`src/rtl/pipe_pkg.sv`:
```
// Shared pipeline definitions used by fetch and decode.
//   NOP_INSTR     : bubble instruction inserted when fetch has nothing valid
//   opcode_e      : major opcode field (instr[15:12]) decoded by ID
//   fetch_entry_t : one buffered fetch result {instr, nxt_pc}
// FETCH_PC_W sets the width of the nxt_pc field carried in fetch_entry_t.
package pipe_pkg;

  localparam int unsigned FETCH_PC_W = 16;

  typedef enum logic [3:0] {
    OpAlu  = 4'h0,
    OpAluI = 4'h1,
    OpLoad = 4'h2,
    OpStor = 4'h3,
    OpBr   = 4'h8,
    OpJmp  = 4'h9,
    OpNop  = 4'hB
  } opcode_e;

  localparam logic [31:0] NOP_INSTR = {16'h0000, OpNop, 12'h000};

  typedef struct packed {
    logic [31:0]           instr;
    logic [FETCH_PC_W-1:0] nxt_pc;
  } fetch_entry_t;

endpackage

```
`src/rtl/ifetch_q.sv`:
```
// Two-entry FIFO of fetch_entry_t between the memory response and decode.
// Ports:
//   clk, rst   : clock, asynchronous active-high reset
//   push/wdata : enqueue one entry (ignored when full)
//   pop        : dequeue the head (ignored when empty)
//   flush      : empty the queue; wins over push and pop
//   count      : current occupancy (0..2)
//   empty      : occupancy is zero
//   head       : oldest entry, meaningful only when !empty
module ifetch_q
  import pipe_pkg::*;
(
  input  logic         clk,
  input  logic         rst,
  input  logic         push,
  input  fetch_entry_t wdata,
  input  logic         pop,
  input  logic         flush,
  output logic [1:0]   count,
  output logic         empty,
  output fetch_entry_t head
);

  fetch_entry_t mem_q [2];
  logic         rd_ptr_q, rd_ptr_d;
  logic         wr_ptr_q, wr_ptr_d;
  logic [1:0]   count_q, count_d;
  logic         do_push, do_pop;

  always_comb begin
    do_push  = push & (count_q != 2'd2) & !flush;
    do_pop   = pop & (count_q != 2'd0) & !flush;
    rd_ptr_d = rd_ptr_q;
    wr_ptr_d = wr_ptr_q;
    count_d  = count_q + {1'b0, do_push} - {1'b0, do_pop};
    if (do_push) wr_ptr_d = ~wr_ptr_q;
    if (do_pop)  rd_ptr_d = ~rd_ptr_q;
    if (flush) begin
      rd_ptr_d = 1'b0;
      wr_ptr_d = 1'b0;
      count_d  = 2'd0;
    end
  end

  always_ff @(posedge clk or posedge rst) begin
    if (rst) begin
      rd_ptr_q <= 1'b0;
      wr_ptr_q <= 1'b0;
      count_q  <= 2'd0;
    end else begin
      rd_ptr_q <= rd_ptr_d;
      wr_ptr_q <= wr_ptr_d;
      count_q  <= count_d;
    end
  end

  // Storage needs no reset: count gates every use of the contents.
  always_ff @(posedge clk) begin
    if (do_push) mem_q[wr_ptr_q] <= wdata;
  end

  assign count = count_q;
  assign empty = (count_q == 2'd0);
  assign head  = mem_q[rd_ptr_q];

endmodule

```
`src/rtl/ifetch.sv`:
```
// Instruction fetch unit: PC generation, request/grant handshake to
// instruction memory, 2-entry buffering and delivery of {instr, nxt_pc}
// to decode, with bubble (NOP) insertion and redirect handling.
// Ports:
//   clk, rst                       : clock, asynchronous active-high reset
//   stall_IM_ID                    : decode cannot take an instruction
//   flow_change_ID_EX, dst_ID_EX   : taken branch/jump redirect and target
//   im_req, im_addr, im_gnt        : memory read request handshake
//   im_rdata                       : read data, one cycle after grant
//   instr, nxt_pc, instr_vld       : instruction to decode, its pc+1, valid
// Optional (IFETCH_PERF_EN defined):
//   fetch_cnt  : saturating count of valid words popped by decode
//   bubble_cnt : saturating count of cycles decode wanted a word but none
// PC_W must not exceed pipe_pkg::FETCH_PC_W.
module ifetch
  import pipe_pkg::*;
#(
  parameter int unsigned     PC_W     = FETCH_PC_W,
  parameter logic [PC_W-1:0] RESET_PC = '0
) (
  input  logic            clk,
  input  logic            rst,
  input  logic            stall_IM_ID,
  input  logic            flow_change_ID_EX,
  input  logic [PC_W-1:0] dst_ID_EX,
  output logic            im_req,
  output logic [PC_W-1:0] im_addr,
  input  logic            im_gnt,
  input  logic [31:0]     im_rdata,
  output logic [31:0]     instr,
  output logic [PC_W-1:0] nxt_pc,
  output logic            instr_vld
`ifdef IFETCH_PERF_EN
  ,
  output logic [31:0]     fetch_cnt,
  output logic [31:0]     bubble_cnt
`endif
);

  logic [PC_W-1:0] pc_q, pc_d;
  logic            epoch_q, epoch_d;
  logic            out_q, out_d;
  logic            out_epoch_q, out_epoch_d;
  logic [PC_W-1:0] out_addr_q, out_addr_d;

  logic            grant;
  logic            q_push, q_pop, q_empty;
  logic [1:0]      q_count, q_occ;
  fetch_entry_t    q_wdata, q_head;

  always_comb begin
    // A redirect flushes the queue, so it also cancels this cycle's pop.
    q_pop = !stall_IM_ID & !q_empty & !flow_change_ID_EX;
    // Occupancy excludes the slot being freed by this cycle's pop; that is
    // what lets a grant every cycle sustain one instruction per cycle.
    q_occ  = q_count - {1'b0, q_pop};
    im_req = !rst & !flow_change_ID_EX & ((q_occ + {1'b0, out_q}) < 2'd2);
    im_addr = pc_q;
    grant   = im_req & im_gnt;

    // Responses from an older epoch belong to a squashed path.
    q_push         = out_q & (out_epoch_q == epoch_q) & !flow_change_ID_EX;
    q_wdata.instr  = im_rdata;
    q_wdata.nxt_pc = FETCH_PC_W'(out_addr_q + PC_W'(1));

    pc_d        = pc_q;
    epoch_d     = epoch_q;
    out_d       = grant;
    out_epoch_d = out_epoch_q;
    out_addr_d  = out_addr_q;
    if (grant) begin
      pc_d        = pc_q + PC_W'(1);
      out_epoch_d = epoch_q;
      out_addr_d  = pc_q;
    end
    if (flow_change_ID_EX) begin
      pc_d    = dst_ID_EX;
      epoch_d = ~epoch_q;
    end

    if (q_empty) begin
      instr     = NOP_INSTR;
      nxt_pc    = pc_q;
      instr_vld = 1'b0;
    end else begin
      instr     = q_head.instr;
      nxt_pc    = PC_W'(q_head.nxt_pc);
      instr_vld = 1'b1;
    end
  end

  always_ff @(posedge clk or posedge rst) begin
    if (rst) begin
      pc_q        <= RESET_PC;
      epoch_q     <= 1'b0;
      out_q       <= 1'b0;
      out_epoch_q <= 1'b0;
      out_addr_q  <= '0;
    end else begin
      pc_q        <= pc_d;
      epoch_q     <= epoch_d;
      out_q       <= out_d;
      out_epoch_q <= out_epoch_d;
      out_addr_q  <= out_addr_d;
    end
  end

  ifetch_q u_q (
    .clk   (clk),
    .rst   (rst),
    .push  (q_push),
    .wdata (q_wdata),
    .pop   (q_pop),
    .flush (flow_change_ID_EX),
    .count (q_count),
    .empty (q_empty),
    .head  (q_head)
  );

`ifdef IFETCH_PERF_EN
  logic [31:0] fetch_cnt_q, bubble_cnt_q;

  always_ff @(posedge clk or posedge rst) begin
    if (rst) begin
      fetch_cnt_q  <= '0;
      bubble_cnt_q <= '0;
    end else begin
      if (q_pop && fetch_cnt_q != 32'hFFFF_FFFF) begin
        fetch_cnt_q <= fetch_cnt_q + 32'd1;
      end
      if (!stall_IM_ID && q_empty && bubble_cnt_q != 32'hFFFF_FFFF) begin
        bubble_cnt_q <= bubble_cnt_q + 32'd1;
      end
    end
  end

  assign fetch_cnt  = fetch_cnt_q;
  assign bubble_cnt = bubble_cnt_q;
`endif

endmodule

```
`config.mk`:
```
export PLATFORM = sky130hd
export DESIGN_NAME = ifetch
export DESIGN_NICKNAME = d
export VERILOG_FILES = /design/src/rtl/pipe_pkg.sv /design/src/rtl/ifetch_q.sv /design/src/rtl/ifetch.sv
export SDC_FILE = /design/constraint.sdc
export NUM_CORES = 1
export LEC_CHECK = 0
export ABC_AREA = 0
export CAP_MARGIN = 20
export CORE_UTILIZATION = 50
export DETAILED_ROUTE_END_ITERATION = 12
export GPL_ROUTABILITY_DRIVEN = 0
export GPL_TIMING_DRIVEN = 1
export PLACE_DENSITY = 0.78
export REMOVE_ABC_BUFFERS = 1
export SLEW_MARGIN = 20
export SYNTH_ARGS = -nofsm -noshare
export SYNTH_HDL_FRONTEND = slang
export SYNTH_SLANG_ARGS = --single-unit
```
`constraint.sdc`:
```
create_clock -name clk -period 4.2 [get_ports clk]
set_input_delay 0.63 -clock clk [delete_from_list [all_inputs] [get_ports clk]]
set_output_delay 0.63 -clock clk [all_outputs]
set_load 0.02 [all_outputs]
```
Word level (Yosys, flattened, before mapping):

Memory sizes are Yosys's and may differ from the RTL's.
Cells that the tools add are included.

* flip-flop bits (word level): 39
* memory bits (writable): 96
* input port bits: 53
* output and inout port bits: 66
* memories kept: 1

Memory list
* u_q.mem_q: words 2, bits a word 48, read ports 1, clocked after Yosys merged registers in 0, write ports 1, line ifetch_q.sv:24 `fetch_entry_t mem_q [2];`

* add/sub/neg operators: 6
* order comparisons: 1
* equality and inequality tests: 2
* muxes and demuxes: 12
* bitwise operators: 14
* reduce and logical (&&, ||, !) cells: 9

Operator list (count)
* $mux 16: 3
* $add 16x1->16 const B: 2
* $mux 32: 1
* $and 1x1->1: 11
* $reduce_bool 2->1: 4
* $mux 1: 7
* $add 2x1->2: 2
* $logic_not 1->1: 4
* $sub 2x1->2: 2
* $not 1->1: 3
* $logic_not 2->1: 1
* $lt 2x2->1 const B: 1
* $mux 2: 1
* $ne 2x2->1 const B: 1
* $eq 1x1->1: 1

Logic depth before layout (Yosys ltp):

* depth in word-level cells: 11
* mapped depth: 12
* depth with buffers taken out: 8

By module:

From an unflattened synthesis, not the netlist that was laid out.

* cells, all modules: 447
* area total of the unflattened synthesis: 6291.0 sq um

By module, submodules not included
* ifetch_q: times used 1, cells an instance 174, area each 3737.3 sq um, seq. area each 2982.9 sq um
* ifetch: times used 1, cells an instance 273, area each 2553.7 sq um, seq. area each 875.8 sq um

Worst setup path before layout:

OpenSTA, ideal clock, no wires.

* kind: input to register
* from: in flow_change_ID_EX
* to: mem u_q.mem_q[0][0] (netlist name), enable pin
* setup time: 454 ps
* data arrival time: 2888 ps
* slack: 858 ps
* stages: 2
* buffers on the path: 0
* path through: nand4b_1 -> nor2_1

* longest elaborated chain between the ends: 6

Ends and longest elaborated chain
* from (decl): line ifetch.sv:24 `input logic flow_change_ID_EX,`
* $logic_not 1->1 (*): line ifetch_q.sv:31, ifetch.sv:62
* $and 1x1->1: line ifetch.sv:62 `q_push = out_q & (out_epoch_q == epoch_q) & !flow_change_ID_EX;`
* $and 1x1->1: line ifetch_q.sv:31 `do_push = push & (count_q != 2'd2) & !flush;`
* $and 1x1->1 (*): line ifetch_q.sv:31
* $mux 1 (*): line ifetch_q.sv:59 `if (do_push) mem_q[wr_ptr_q] <= wdata;`
* $mux 1 (not written as such) (*): line ifetch_q.sv:59
* to (decl): line ifetch_q.sv:24

Every way passes the cells marked *; elsewhere a longest branch is shown, timed or not.

Final worst setup path:

* from: in stall_IM_ID
* to: out im_req

* longest elaborated chain between the ends: 7

Ends and longest elaborated chain
* from (decl): line ifetch.sv:23 `input logic stall_IM_ID,`
* $logic_not 1->1: line ifetch.sv:53 `q_pop = !stall_IM_ID & !q_empty & !flow_change_ID_EX;`
* $and 1x1->1 (2 in series): line ifetch.sv:53
* $sub 2x1->2: line ifetch.sv:56 `q_occ = q_count - {1'b0, q_pop};`
* $add 2x1->2: line ifetch.sv:57 `im_req = !rst & !flow_change_ID_EX & ((q_occ + {1'b0, out_q}) < 2'd2);`
* $lt 2x2->1: line ifetch.sv:57
* $and 1x1->1: line ifetch.sv:57
* to (decl): line ifetch.sv:26 `output logic im_req,`

No other way between the ends.

==> qor.csv <==
stage,metric,value,unit
run_status,status,"finished, final reports clean",
clocking,cts_setup_buffers,0,
clocking,clk_path_buf_depth,2,
sta,post-route-period-util,0.830,
die,initial_core_util,0.513,
route,drc,0,
power,pwr-share-clk,0.349,
sta,worstMarginPinSlew,728,ps
synth,synthDominantCellAreaShare,0.492,
placement,dp_hpwl,7.77,mm
synth,ys_seq_elements,135,
critical_path,crit_end,im_req,
power,ir_worst_vdd,0.218,mV
power,power.internal,2.74,mW
critical_path,crit_path_end_kind,output pin,
clocking,cts.sinks,135,
power,sw_frac_of_total,0.259,
sta,rsz0062_at_grt,no,
sta,fin_hold_ws,527,ps
clocking,clk_latency,400,ps
critical_path,crit_chain,clkdlybuf4s50_1 -> nor3_1 -> ha_1 -> xnor2_2 -> xnor2_2 -> nor3_1 -> clkdlybuf4s50_1,
power,power_frac_comb,0.193,
die,die_w,110,um
sta,relSlewSlack,0.514,
route,routedWlPerCell,16.5,um
synth,synth_top_area_cell,edfxtp_1,
die,io_pins,119,
power,p_switching,957,uW
clocking,cts_hold_buf,0,
critical_path,cp_slowest_cell,xnor2_2,
synth,post-synth-top-count-cell,edfxtp_1,
route,drt_wl_total,11.7,mm
job,max-cap-violations,0,
layout,syn2layout_area_growth,32.3,%
clocking,cts_buffers,17,
global_route,track_usage,0.203,
power,pwr_density_cell,476,nW/um^2
sta,setup_viol,0,
layout,n_antenna_cell,0,
critical_path,rrSetupSlack,1490,ps
critical_path,critPathMaxFanout,15,
clocking,clk_pin_slew,60,ps
global_route,grt_pass1_vias,3649,
route,ant_nets,0,
route,drt_first_iter_violations,222,
synth,synth_enable_flop_cells,96,
global_route,grt_pass1_wl,18.2,mm
synth,ys_types,34,
synth,avgSynthCellArea,13.7,um^2
sta,final_max_slew_viol_count,0,
route,vias,3697,
synth,yosys_warnings,0,
sta,skew,9.11,ps
global_route,grt_overflow,0,
route,firstDrtPassIters,7,
synth,synth_area,5860,um^2
critical_path,rr_endpoint,out_addr_q[12],
critical_path,startpoint,stall_IM_ID,
synth,ys_seq_area_frac,0.658,
placement,portBuffers,118,
critical_path,worstPathArrival,2860,ps
power,p_leak,2.75,nW
critical_path,crit_buf_inv,2,
layout,fillers,813,
clocking,cts_tree,yes,
critical_path,cp.depth,7,
sta,max_freq,0.287,GHz
layout,fin_util,0.679,
power,p_seq_frac,0.458,
sta,finalSetupTns,0,ps
critical_path,r2r_cells,9,
synth,synth_area_leaders,"edfxtp_1 (49%), dfrtp_1 (17%), mux2i_1 (8.4%)",
hold_path,hp-class,flip-flop to flip-flop,
route,viasPerCell,5.23,
synth,syn_inst,429,
layout,fin_nets,610,
synth,async_flop_share,0.289,
sta,hold_viol,0,
critical_path,regToRegStartpoint,u_q.count[1],
critical_path,crit_required,3570,ps
die,die_y,110,um
hold_path,hp-start,epoch_q,
die,rows,39,
critical_path,critPathLaunchType,input port,
die,die_area,12200,um^2
critical_path,cpPeakStageDelay,580,ps
clocking,cts_resized,0,
critical_path,critPathTopFamily,buffers and inverters,
global_route,grt_max_degree,66,
clocking,cts_max_level,4,
sta,post-route-min-period,3490,ps
global_route,antenna_found_initial,0,
layout,drive_gt1_frac,0.101,
sta,layout_setup_ws,714,ps
critical_path,critPathKind,input port to output pin,
placement,pre_cts_ws,709,ps
synth,synthFlopType,edfxtp_1,
synth,synthTopCellsByCount,"edfxtp_1 (96), mux2i_1 (49), nand2_1 (42)",
die,core,11400,um^2
clocking,root_buffer,clkbuf_16,
sequential cells by signal (all words and copies together), names as in the netlist:
signal	cells
out_addr_q	16
u_q.wr_ptr_q	1
u_q.mem_q	96
u_q.count	2
epoch_q	1
im_addr	16
out_q	1
out_epoch_q	1
u_q.rd_ptr_q	1
worst reg2reg max path, stage by stage, from the launching register on:
cell	delay [ps]
dfrtp_1	480
nor2_4	50
nor3_1	150
ha_1	270
nor2b_1	190
xnor2_2	240
nor3b_2	350
nor2b_2	190
buf_4	280
mux2_2	390
layout make-up:
class / count / area, um^2 / area share
clock buffer: 26 / 499 / 0.0644
clock inverter: 5 / 25.0 / 0.00323
inverter: 7 / 26.3 / 0.00339
multi-input combinational: 266 / 1900 / 0.245
sequential: 135 / 3860 / 0.498
tap: 143 / 179 / 0.0231
timing repair buffer: 125 / 1270 / 0.164
logic make-up after synthesis:
logic type	after synthesis	share of synthesized area
flops	135	0.658
simple gates	126	0.102
mux	67	0.124
compound gates	34	0.0299
xor+xnor	34	0.0534
buf+inv	28	0.0216
fa+ha+maj	5	0.0107
how the worst min path moves through the flow:
stage / to / slack (ps) / depth (start not counted)
finish: epoch_q / 530 / 1
global route: epoch_q / 560 / 1
CTS: epoch_q / 530 / 1
detailed placement: epoch_q / 520 / 1
global placement: epoch_q / 510 / 1
floorplan: u_q.wr_ptr_q / 470 / 1
placed cells by master, fill, tap and decap left out, drive strengths merged:
| cell | count |
|---|---|
| nor3 | 7 |
| nor4 | 4 |
| xnor2 | 28 |
| nor2 | 34 |
| and2 | 1 |
| clkbuf | 26 |
| a21oi | 1 |
| and3 | 7 |
| inv | 7 |
| mux2i | 49 |
| nand2 | 42 |
| xor2 | 6 |
| and4 | 3 |
| dfrtp | 39 |
| clkinv | 4 |
| clkinvlp | 1 |
| buf | 7 |
| ha | 5 |
| clkdlybuf4s50 | 118 |
| nor3b | 3 |
| o21ai | 32 |
| nand4 | 5 |
| a311o | 1 |
| mux2 | 18 |
| nand4b | 1 |
| nor2b | 4 |
| edfxtp | 96 |
| nand3b | 1 |
| nand3 | 11 |
| or3 | 1 |
| nor4b | 2 |
metal layers:
layer,up-vias,track usage,share of wire
met1,1768,0.268,0.45
met5,-,0,0
li1,1795,-,-
met2,125,0.319,0.47
met3,9,0.0594,0.077
met4,0,0.0752,0.0074
power groups by stage:
stage	clock network [mW]	logic, mW	registers [mW]
2_1_floorplan	0	0.390	1.70
3_3_place_gp	0	0.700	1.71
3_5_place_dp	0	0.719	1.71
4_1_cts	1.32	0.722	1.69
5_1_grt	1.38	0.773	1.71
6_report	1.29	0.712	1.69
through the flow:
step                std cells  instance area, um^2  total power [mW]
finish                    707                 7760              3.69
CTS                       707                 7760              3.72
floorplan                 408                 5760              2.09
detailed placement        676                 7230              2.43
global placement          676                 7230              2.41
global route              707                 7760              3.86
Note: power is estimated with default switching activity, not from simulation.
